`config.mk`:
```
export PLATFORM = sky130hd
export DESIGN_NAME = mul_prod_accum_flat
export DESIGN_NICKNAME = d
export VERILOG_FILES = /design/src/rtl/mul_prod_accum_if.sv /design/src/rtl/mul_prod_accum.sv /design/src/flat_wrapper.sv
export SDC_FILE = /design/constraint.sdc
export NUM_CORES = 1
export LEC_CHECK = 0
export BUFFER_PORTS_ARGS = -buffer_cell sky130_fd_sc_hd__buf_2
export CAP_MARGIN = 30
export CORE_MARGIN = 3
export CORE_UTILIZATION = 35
export DETAILED_ROUTE_END_ITERATION = 7
export PLACE_DENSITY_LB_ADDON = 0.3
export SKIP_LAST_GASP = 1
export SLEW_MARGIN = 10
export SYNTH_ARGS = -nofsm -noshare
export SYNTH_HDL_FRONTEND = slang
export SYNTH_SLANG_ARGS = --single-unit
```
`constraint.sdc`:
```
create_clock -name clk -period 2.4 [get_ports clk]
set_clock_uncertainty 0.2 [all_clocks]
set_input_delay 0.12 -clock clk [delete_from_list [all_inputs] [get_ports clk]]
set_output_delay 0.12 -clock clk [all_outputs]
set_load 0.02 [all_outputs]
```
`src/rtl/mul_prod_accum_if.sv`:
```
// Stream bundle between the 8x8 multiplier feed and the product accumulator:
// a term-input handshake plus a result-output handshake.
interface mul_prod_accum_if #(
    parameter int ACC_W = 24
);
    logic             in_valid;
    logic             in_ready;
    logic [15:0]      prod;
    logic             clear;
    logic             out_valid;
    logic             out_ready;
    logic [ACC_W-1:0] acc_out;
    logic             ovf;
    logic [7:0]       term_cnt;

    // master drives terms and takes results; slave is the accumulator
    modport master (
        output in_valid, prod, clear, out_ready,
        input  in_ready, out_valid, acc_out, ovf, term_cnt
    );

    modport slave (
        input  in_valid, prod, clear, out_ready,
        output in_ready, out_valid, acc_out, ovf, term_cnt
    );
endinterface

```
`src/rtl/mul_prod_accum.sv`:
```
// Sums N_TERMS consecutive 16-bit products into one ACC_W-bit dot-product result
// and presents it on a valid/ready handshake, with a sticky carry-out flag.
module mul_prod_accum #(
    parameter int N_TERMS = 4,
    parameter int ACC_W   = 24
) (
    input logic              clk,
    input logic              rst,
    mul_prod_accum_if.slave  bus
);
    typedef enum logic {
        ACC  = 1'b0,
        DONE = 1'b1
    } state_t;

    localparam logic [7:0] last_idx = 8'(N_TERMS - 1);

    state_t           state;
    state_t           state_nxt;
    logic             in_ready;
    logic             out_valid;
    logic [ACC_W-1:0] acc;
    logic             ovf;
    logic [7:0]       cnt;
    logic [ACC_W:0]   sum;
    logic             accept;
    logic             xfer;
    logic             last;

    assign accept = bus.in_valid & in_ready;
    assign xfer   = out_valid & bus.out_ready;
    assign last   = (cnt == last_idx);
    // one extra bit captures the carry out of the top accumulator bit
    assign sum    = {1'b0, acc} + (ACC_W + 1)'(bus.prod);

    // NOTE: clocked state uses non-blocking assignments so every flop samples
    // pre-edge values; blocking here would create order-dependent races.
    always_ff @(posedge clk or posedge rst) begin
        if (rst) state <= ACC;
        else     state <= state_nxt;
    end

    // NOTE: every combinational output gets a default before any branch, so no
    // path leaves it unassigned and no latch is inferred.
    always_comb begin
        state_nxt = state;
        if (bus.clear) begin
            state_nxt = ACC;
        end else begin
            case (state)
                ACC:  if (accept && last) state_nxt = DONE;
                DONE: if (xfer)           state_nxt = ACC;
            endcase
        end
    end

    // handshake flags decode from the state register only
    always_comb begin
        in_ready  = 1'b0;
        out_valid = 1'b0;
        case (state)
            ACC:  in_ready  = 1'b1;
            DONE: out_valid = 1'b1;
        endcase
    end

    // clear outranks both a term accept and a result transfer
    always_ff @(posedge clk or posedge rst) begin
        if (rst) begin
            acc <= '0;
            ovf <= 1'b0;
            cnt <= '0;
        end else if (bus.clear || xfer) begin
            acc <= '0;
            ovf <= 1'b0;
            cnt <= '0;
        end else if (accept) begin
            acc <= sum[ACC_W-1:0];
            ovf <= ovf | sum[ACC_W];
            cnt <= cnt + 8'd1;
        end
    end

    assign bus.in_ready  = in_ready;
    assign bus.out_valid = out_valid;
    assign bus.acc_out   = acc;
    assign bus.ovf       = ovf;
    assign bus.term_cnt  = cnt;
endmodule

```
`src/flat_wrapper.sv`:
```
// flat-port wrapper written by rule: the top's interface ports become plain ports
module mul_prod_accum_flat 
#(
    parameter int N_TERMS = 4,
    parameter int ACC_W   = 24
)
  (clk, rst, bus_in_valid, bus_prod, bus_clear, bus_out_ready, bus_in_ready, bus_out_valid, bus_acc_out, bus_ovf, bus_term_cnt);
  mul_prod_accum_if #(.ACC_W(ACC_W)) bus_i ();
  input logic clk;
  input logic rst;
  input wire logic [$bits(bus_i.in_valid)-1:0] bus_in_valid;
  input wire logic [$bits(bus_i.prod)-1:0] bus_prod;
  input wire logic [$bits(bus_i.clear)-1:0] bus_clear;
  input wire logic [$bits(bus_i.out_ready)-1:0] bus_out_ready;
  output wire logic [$bits(bus_i.in_ready)-1:0] bus_in_ready;
  output wire logic [$bits(bus_i.out_valid)-1:0] bus_out_valid;
  output wire logic [$bits(bus_i.acc_out)-1:0] bus_acc_out;
  output wire logic [$bits(bus_i.ovf)-1:0] bus_ovf;
  output wire logic [$bits(bus_i.term_cnt)-1:0] bus_term_cnt;
  assign bus_i.in_valid = bus_in_valid;
  assign bus_i.prod = bus_prod;
  assign bus_i.clear = bus_clear;
  assign bus_i.out_ready = bus_out_ready;
  assign bus_in_ready = bus_i.in_ready;
  assign bus_out_valid = bus_i.out_valid;
  assign bus_acc_out = bus_i.acc_out;
  assign bus_ovf = bus_i.ovf;
  assign bus_term_cnt = bus_i.term_cnt;
  mul_prod_accum #(.N_TERMS(N_TERMS), .ACC_W(ACC_W)) u_core (.clk(clk), .rst(rst), .bus(bus_i));
endmodule
```
==> results of run 1 <==
[synthesized netlist by cell type, types with 4 or more instances]
cell type   n
inv_1       6
ha_1       17
nand2_1    40
dfrtp_1    34
o21ai_0    20
nand4_1     6
nor3_1      4
or3_1       4
nand2b_1    4
clkbuf_1    4
a21oi_1    21
nand3_1     9
xnor2_1     9
a21o_1      5
xor2_1     10
nor2_1     24
[what timing repair did]
item | CTS | global route
endpoints found under the setup margin | 8 | 13
pin swaps | 5 | 8
hold buffers | 1 | 0
resized for setup | 2 | 5
buffers inserted | 2 | 0
hold endpoints to repair | 34 | 0
[worst paths after layout]
| kind | start | slack (ns) | end | cells after the start |
|---|---|---|---|---|
| max | u_core.bus.acc_out[0]$_DFFE_PP0P_ | 0.0009 | u_core.bus.acc_out[12]$_DFFE_PP0P_ | 8 |
| min | bus_clear | 0.02 | u_core.bus.acc_out[19]$_DFFE_PP0P_ | 4 |
| max reg2reg | u_core.bus.acc_out[0]$_DFFE_PP0P_ | 0.0009 | u_core.bus.acc_out[12]$_DFFE_PP0P_ | 8 |
| min reg2reg | u_core.bus.acc_out[6]$_DFFE_PP0P_ | 0.31 | u_core.bus.acc_out[6]$_DFFE_PP0P_ | 2 |
| max in group asynchronous | rst | 1.37 | u_core.bus.acc_out[0]$_DFFE_PP0P_ | 4 |
| min in group asynchronous | rst | 0.29 | u_core.bus.term_cnt[0]$_DFFE_PP0P_ | 4 |
[where the power goes]
part / internal (W) / switching [W] / leakage [nW]
registers: 0.000618 / 0.0000408 / 0.461
clock network: 0.000417 / 0.000242 / 0.0683
logic: 0.000314 / 0.000435 / 0.969
[registers in the layout (all words and copies together) (netlist names)]
register and cells:
u_core.bus.acc_out 24, u_core.bus.term_cnt 8, u_core.bus.ovf 1, u_core.state 1
[final cells by class]
cell class | count | area, sq um
Multi-Input combinational cell | 227 | 1565
Clock buffer | 5 | 68.82
Inverter | 6 | 22.52
Fill cell | 656 | 3378
Sequential cell | 34 | 852.1
Clock inverter | 3 | 68.82
Tap cell | 77 | 96.34
Timing Repair Buffer | 77 | 442.9
[worst reg2reg max path, delay by kind of cell, from the launching register on]
family | cells | cell delay (ns)
compound gates | 4 | 0.88
xor+xnor | 1 | 0.10
flops | 1 | 0.43
buf+inv | 1 | 0.15
fa+ha+maj | 2 | 0.52
[layer usage]
metal | vias up | track usage, % | wire length (um) | share of wire, %
li1 | 1152 | - | - | -
met3 | 8 | 3.538 | 358 | 5.5
met4 | 0 | 6.868 | 117 | 1.8
met2 | 66 | 27.19 | 2878 | 44
met5 | - | 0 | 0 | 0
met1 | 1102 | 23.78 | 3131 | 48
[kinds of logic after synthesis]
family	after synthesis	share of synthesized area, %
xor gates and xnor gates	19	6.945
adders and majority gates	18	9.713
DFF	34	35.51
and+or+nand+nor	106	20.99
muxes	3	1.305
AOI/OAI and AO/OA	81	23.34
buffers and inverters	13	2.193
[stage by stage]
stage	cell area [sq um]	util [%]	setup WS, ns	std cells
after floorplan	2422	-	0.004676	274
after global placement	2907	44.75	-0.01908	418
after detailed placement	2907	44.75	-0.07103	418
after CTS	3088	47.54	0.0008247	429
after global routing	3117	47.99	-0.1015	429
final	3117	47.99	0.0008968	429
==> results.yml, run 1 <==
sta:
  final_slew_viol_count: 0
  finalHoldWorstSlack_ns: 0.02217
  slew_headroom_pct: 65.98
  setup-tns-final_ns: 0
  timing.final.crit_share_pct: 99.96
  worstMarginPinSlew_ns: 0.5050
  final_hold_violation_count: 0
  setup-violations-final: 0
  timing.fmax_mhz: 416.8
  finalWorstPathRequiredPeriod_ns: 2.399
  grt_setup_unrepaired: "true"
clock_tree:
  count_of_clock_tree_sinks: 34
  clk_pin_slew_ns: 0.08
  tritoncts: "built"
  cts-htree-levels: 2
  cts_max_path_buffers: 2
  clock_tree.root_cell: "clkbuf_8"
  cts_buffers: 5
  clock_insertion_delay_worst_skew_ns: 0.29
logic_synthesis:
  netlist.top_cell.by_area: "dfrtp_1"
  syn_nets: 313
  synth_top_cell_area_share_pct: 35.51
  area_of_the_mapped_netlist_sq_mm: 0.002396
  yosys-top-cells-area: "dfrtp_1 (36%), ha_1 (8.9%), nand2_1 (6.3%)"
  async_sr_flop_fraction_pct: 100.0
  synth-edff-count: 0
  yosys_warnings: 0
  synth_seq_cells: 34
  synth_area_per_cell_sq_um: 8.745
  post_synth_inst_count: 274
  synth.yosys.seq_area_share_pct: 35.51
  synth-main-ff-cell: "dfrtp_1"
  synthDistinctLibCells: 55
grt:
  grt_pass1_wl_um: 10600
  global_route.overflow_total: 0
  number_of_global_route_vias_before_repair: 2222
  antenna_found_initial: 0
  grt_start_max_net_pins: 35
  globalRouteTotalUtil_pct: 17.49
routing:
  first_iter_violations: 108
  postRouteAntennaNets: 0
  via_count: 2328
  route.detailed.vias_per_inst: 5.427
  post-route-drc-count: 0
  drt_pass1_iterations: 4
  route.detailed.wl_per_inst_um: 15.12
  drt_wl_total_um: 6486
finish:
  nets: 390
  layout-area-overhead-vs-synth_pct: 30.08
  layout_commonest_cell: "buf_2"
  antenna_cells_inserted: 0
  share_of_post_route_cells_with_drive_strength_above_1_pct: 30.68
  leading_cell_types_in_the_layout_fill_and_taps_excluded: "buf_2 (55), nand2_1 (39), dfrtp_1 (33)"
critical_path:
  timing.critical_path.required_ns: 2.37
  worst_path_bufs_invs: 1
  cpLargestDelayFamily: "compound AO/OA/AOI/OAI gates"
  cp_data_arrival_time_ns: 2.37
  crit_chain: "ha_4, fa_2, a21o_1, a221o_2, a21oi_4, buf_4, xnor2_1, o21ai_0"
  crit_path_start_kind: "register"
  worst_setup_path_end_kind: "register"
  crit_slowest_cell: "dfrtp_2"
  critical-path-max-stage-delay_ns: 0.43
  critical_path_peak_fanout: 4
  worst-setup-path-type: "register to register"
floorplanning:
  floorplan.initialDensity_pct: 36.89
  io_pins: 56
  die_area_sq_mm: 0.007875
  fp.dieW_um: 88.74
  fp.dieH_um: 88.74
  core_area_sq_mm: 0.006495
  row_count: 29
placed_design:
  hpwl_um: 4933
  numPortBuffers: 55
  globalplace.congestion: 0.8822
outcome:
  status: "completed"
pwr:
  report.power.total_w: 0.002066
  worst_ir_drop_vdd_mv: 0.2494
  p_leak_nw: 1.498
  power_per_cell_area_mw_per_mm2: 662.9
worst_hold_path:
  hold_path_class: "input port to register"
job:
  cap_violations: 0
Power figures use the tool's default switching activity.
==> run 2: changes to the inputs <==
- CTS_BUF_LIST: default -> sky130_fd_sc_hd__clkbuf_2
==> run 2 against run 1 <==
  * The run now ends with setup timing left
  * Global-route usage grew 0.33 points
  * Worst hold slack lost 0.018 ns
  * Routed wire length grew 2.7%
  * Critical endpoint is now u_core.bus.acc_out[18]$_DFFE_PP0P_
  * Flip-flop and latch count is the same
  * Highest routed layer unchanged
  * Largest cell class unchanged
  * Critical path type unchanged
==> results.yml, run 2 (synthesis gave the netlist of run 1 again) <==
sta:
  timing.final.crit_share_pct: 100.8
  setup-violations-final: 4
  worstMarginPinSlew_ns: 0.5118
  grt_setup_unrepaired: "true"
  slew_headroom_pct: 65.52
  post-route-worst-setup-slack_ns: -0.01892
  final_slew_viol_count: 0
  final_hold_violation_count: 0
  finalWorstPathRequiredPeriod_ns: 2.419
  setup-tns-final_ns: -0.06151
  timing.fmax_mhz: 413.4
clock_tree:
  count_of_clock_tree_sinks: 34
  cts_max_path_buffers: 2
  clock_tree.root_cell: "clkbuf_2"
  clock_insertion_delay_worst_skew_ns: 0.42
  cts_buffers: 5
  cts-htree-levels: 2
  clk_pin_slew_ns: 0.22
  tritoncts: "built"
finish:
  leading_cell_types_in_the_layout_fill_and_taps_excluded: "buf_2 (55), nand2_1 (39), dfrtp_1 (33)"
  nets: 399
  layout_commonest_cell: "buf_2"
  largest_register_ff_count: 24
  final-instance-count-excl-fill: 438
  layout-area-overhead-vs-synth_pct: 33.21
  antenna_cells_inserted: 0
  utilization_pct: 49.14
  share_of_post_route_cells_with_drive_strength_above_1_pct: 31.58
grt:
  number_of_global_route_vias_before_repair: 2278
  global_route.overflow_total: 0
  grt_start_max_net_pins: 35
  antenna_found_initial: 0
  globalRouteTotalUtil_pct: 17.82
  grt_pass1_wl_um: 10830
floorplanning:
  row_count: 29
  fp.dieW_um: 88.74
  floorplan.initialDensity_pct: 36.89
  core_area_sq_mm: 0.006495
  io_pins: 56
  fp.dieH_um: 88.74
  die_area_sq_mm: 0.007875
placed_design:
  numPortBuffers: 55
  hpwl_um: 4933
  globalplace.congestion: 0.8822
  place.detailed.instances: 418
critical_path:
  crit_chain: "ha_4, fa_2, a21o_1, a221o_2, a21oi_4, nand2_2, a311oi_1"
  worst_setup_path_end_kind: "register"
  timing.critical_path.required_ns: 2.53
  worst-setup-path-type: "register to register"
  critical-path-max-stage-delay_ns: 0.48
  cpLargestDelayFamily: "compound AO/OA/AOI/OAI gates"
  worst-r2r-setup-slack_ns: -0.02
  worst_path_bufs_invs: 0
  critical_path_peak_fanout: 4
  cp_data_arrival_time_ns: 2.55
  crit_slowest_cell: "dfrtp_2"
  crit_path_start_kind: "register"
routing:
  via_count: 2397
  drt_pass1_iterations: 4
  route.detailed.vias_per_inst: 5.473
  post-route-drc-count: 0
  first_iter_violations: 111
  drt_wl_total_um: 6658
  route.detailed.wl_per_inst_um: 15.20
  postRouteAntennaNets: 0
outcome:
  status: "finished, violations left"
  violations_in_the_final_reports: "setup timing"
pwr:
  power_per_cell_area_mw_per_mm2: 614.4
  p_leak_nw: 1.534
  worst_ir_drop_vdd_mv: 0.2256
worst_hold_path:
  hold_path_class: "input port to register"
job:
  cap_violations: 0
-- run 2: worst paths after layout --
path | to | start | cells after the start
setup / recovery | u_core.bus.acc_out[18]$_DFFE_PP0P_ | u_core.bus.acc_out[0]$_DFFE_PP0P_ | 7
hold / removal | u_core.bus.acc_out[13]$_DFFE_PP0P_ | bus_prod[13] | 4
setup reg to reg | u_core.bus.acc_out[18]$_DFFE_PP0P_ | u_core.bus.acc_out[0]$_DFFE_PP0P_ | 7
hold reg to reg | u_core.bus.acc_out[6]$_DFFE_PP0P_ | u_core.bus.acc_out[6]$_DFFE_PP0P_ | 2
max in group asynchronous | u_core.bus.acc_out[7]$_DFFE_PP0P_ | rst | 4
min in group asynchronous | u_core.bus.acc_out[2]$_DFFE_PP0P_ | rst | 4
-- run 2: power breakdown --
group / internal (W) / switching, W / leakage (nW)
Sequential: 0.000619 / 0.0000411 / 0.461
Clock: 0.000282 / 0.000235 / 0.0532
Combinational: 0.000333 / 0.000451 / 1.02
-- run 2: layout make-up --
cell class | instances | area (sq um)
flip-flops and latches | 34 | 852.1
repair buffers | 86 | 534.3
inverters | 6 | 22.52
clock inverters | 3 | 68.82
well taps | 77 | 96.34
clock buffers | 5 | 25.02
fillers | 660 | 3303
multi-input cells | 227 | 1593
-- run 2: routing by layer --
layer  vias to the layer above  routed length, um  GRT usage (%)  share of wire [%]
met5                         -                  0              0                  0
met4                         0                134          6.456                2.0
met3                        12                386          3.538                5.8
met2                        78               3000          28.54                 45
met1                      1139               3137          23.78                 47
li1                       1168                  -              -                  -
-- run 2: what timing repair did --
item                                    CTS  global route
gates cloned                              0             0
gates resized for setup                   8             7
setup buffers                             3             0
endpoints found under the setup margin    9            14
hold buffers                              9             0
pin swaps                                11             9
endpoints found under the hold margin    44             0
-- run 2: worst register-to-register path, cell delays in order, from the launching register on --
cell and delay, ns:
dfrtp_2 0.48, ha_4 0.17, fa_2 0.34, a21o_1 0.21, a221o_2 0.38, a21oi_4 0.24, nand2_2 0.12, a311oi_1 0.21
-- run 2: through the flow --
step / power (W) / setup WS (ns) / cell area, sq um / hold WS [ns]
2_1_floorplan: 0.001150 / 0.004676 / 2422 / 0.06153
3_3_place_gp: 0.001378 / -0.01908 / 2907 / 0.05520
4_1_cts: 0.001957 / -0.04486 / 3161 / 0.001430
3_5_place_dp: 0.001388 / -0.07103 / 2907 / 0.06604
5_1_grt: 0.002085 / -0.1314 / 3192 / 0.02620
6_report: 0.001961 / -0.01892 / 3192 / 0.004219
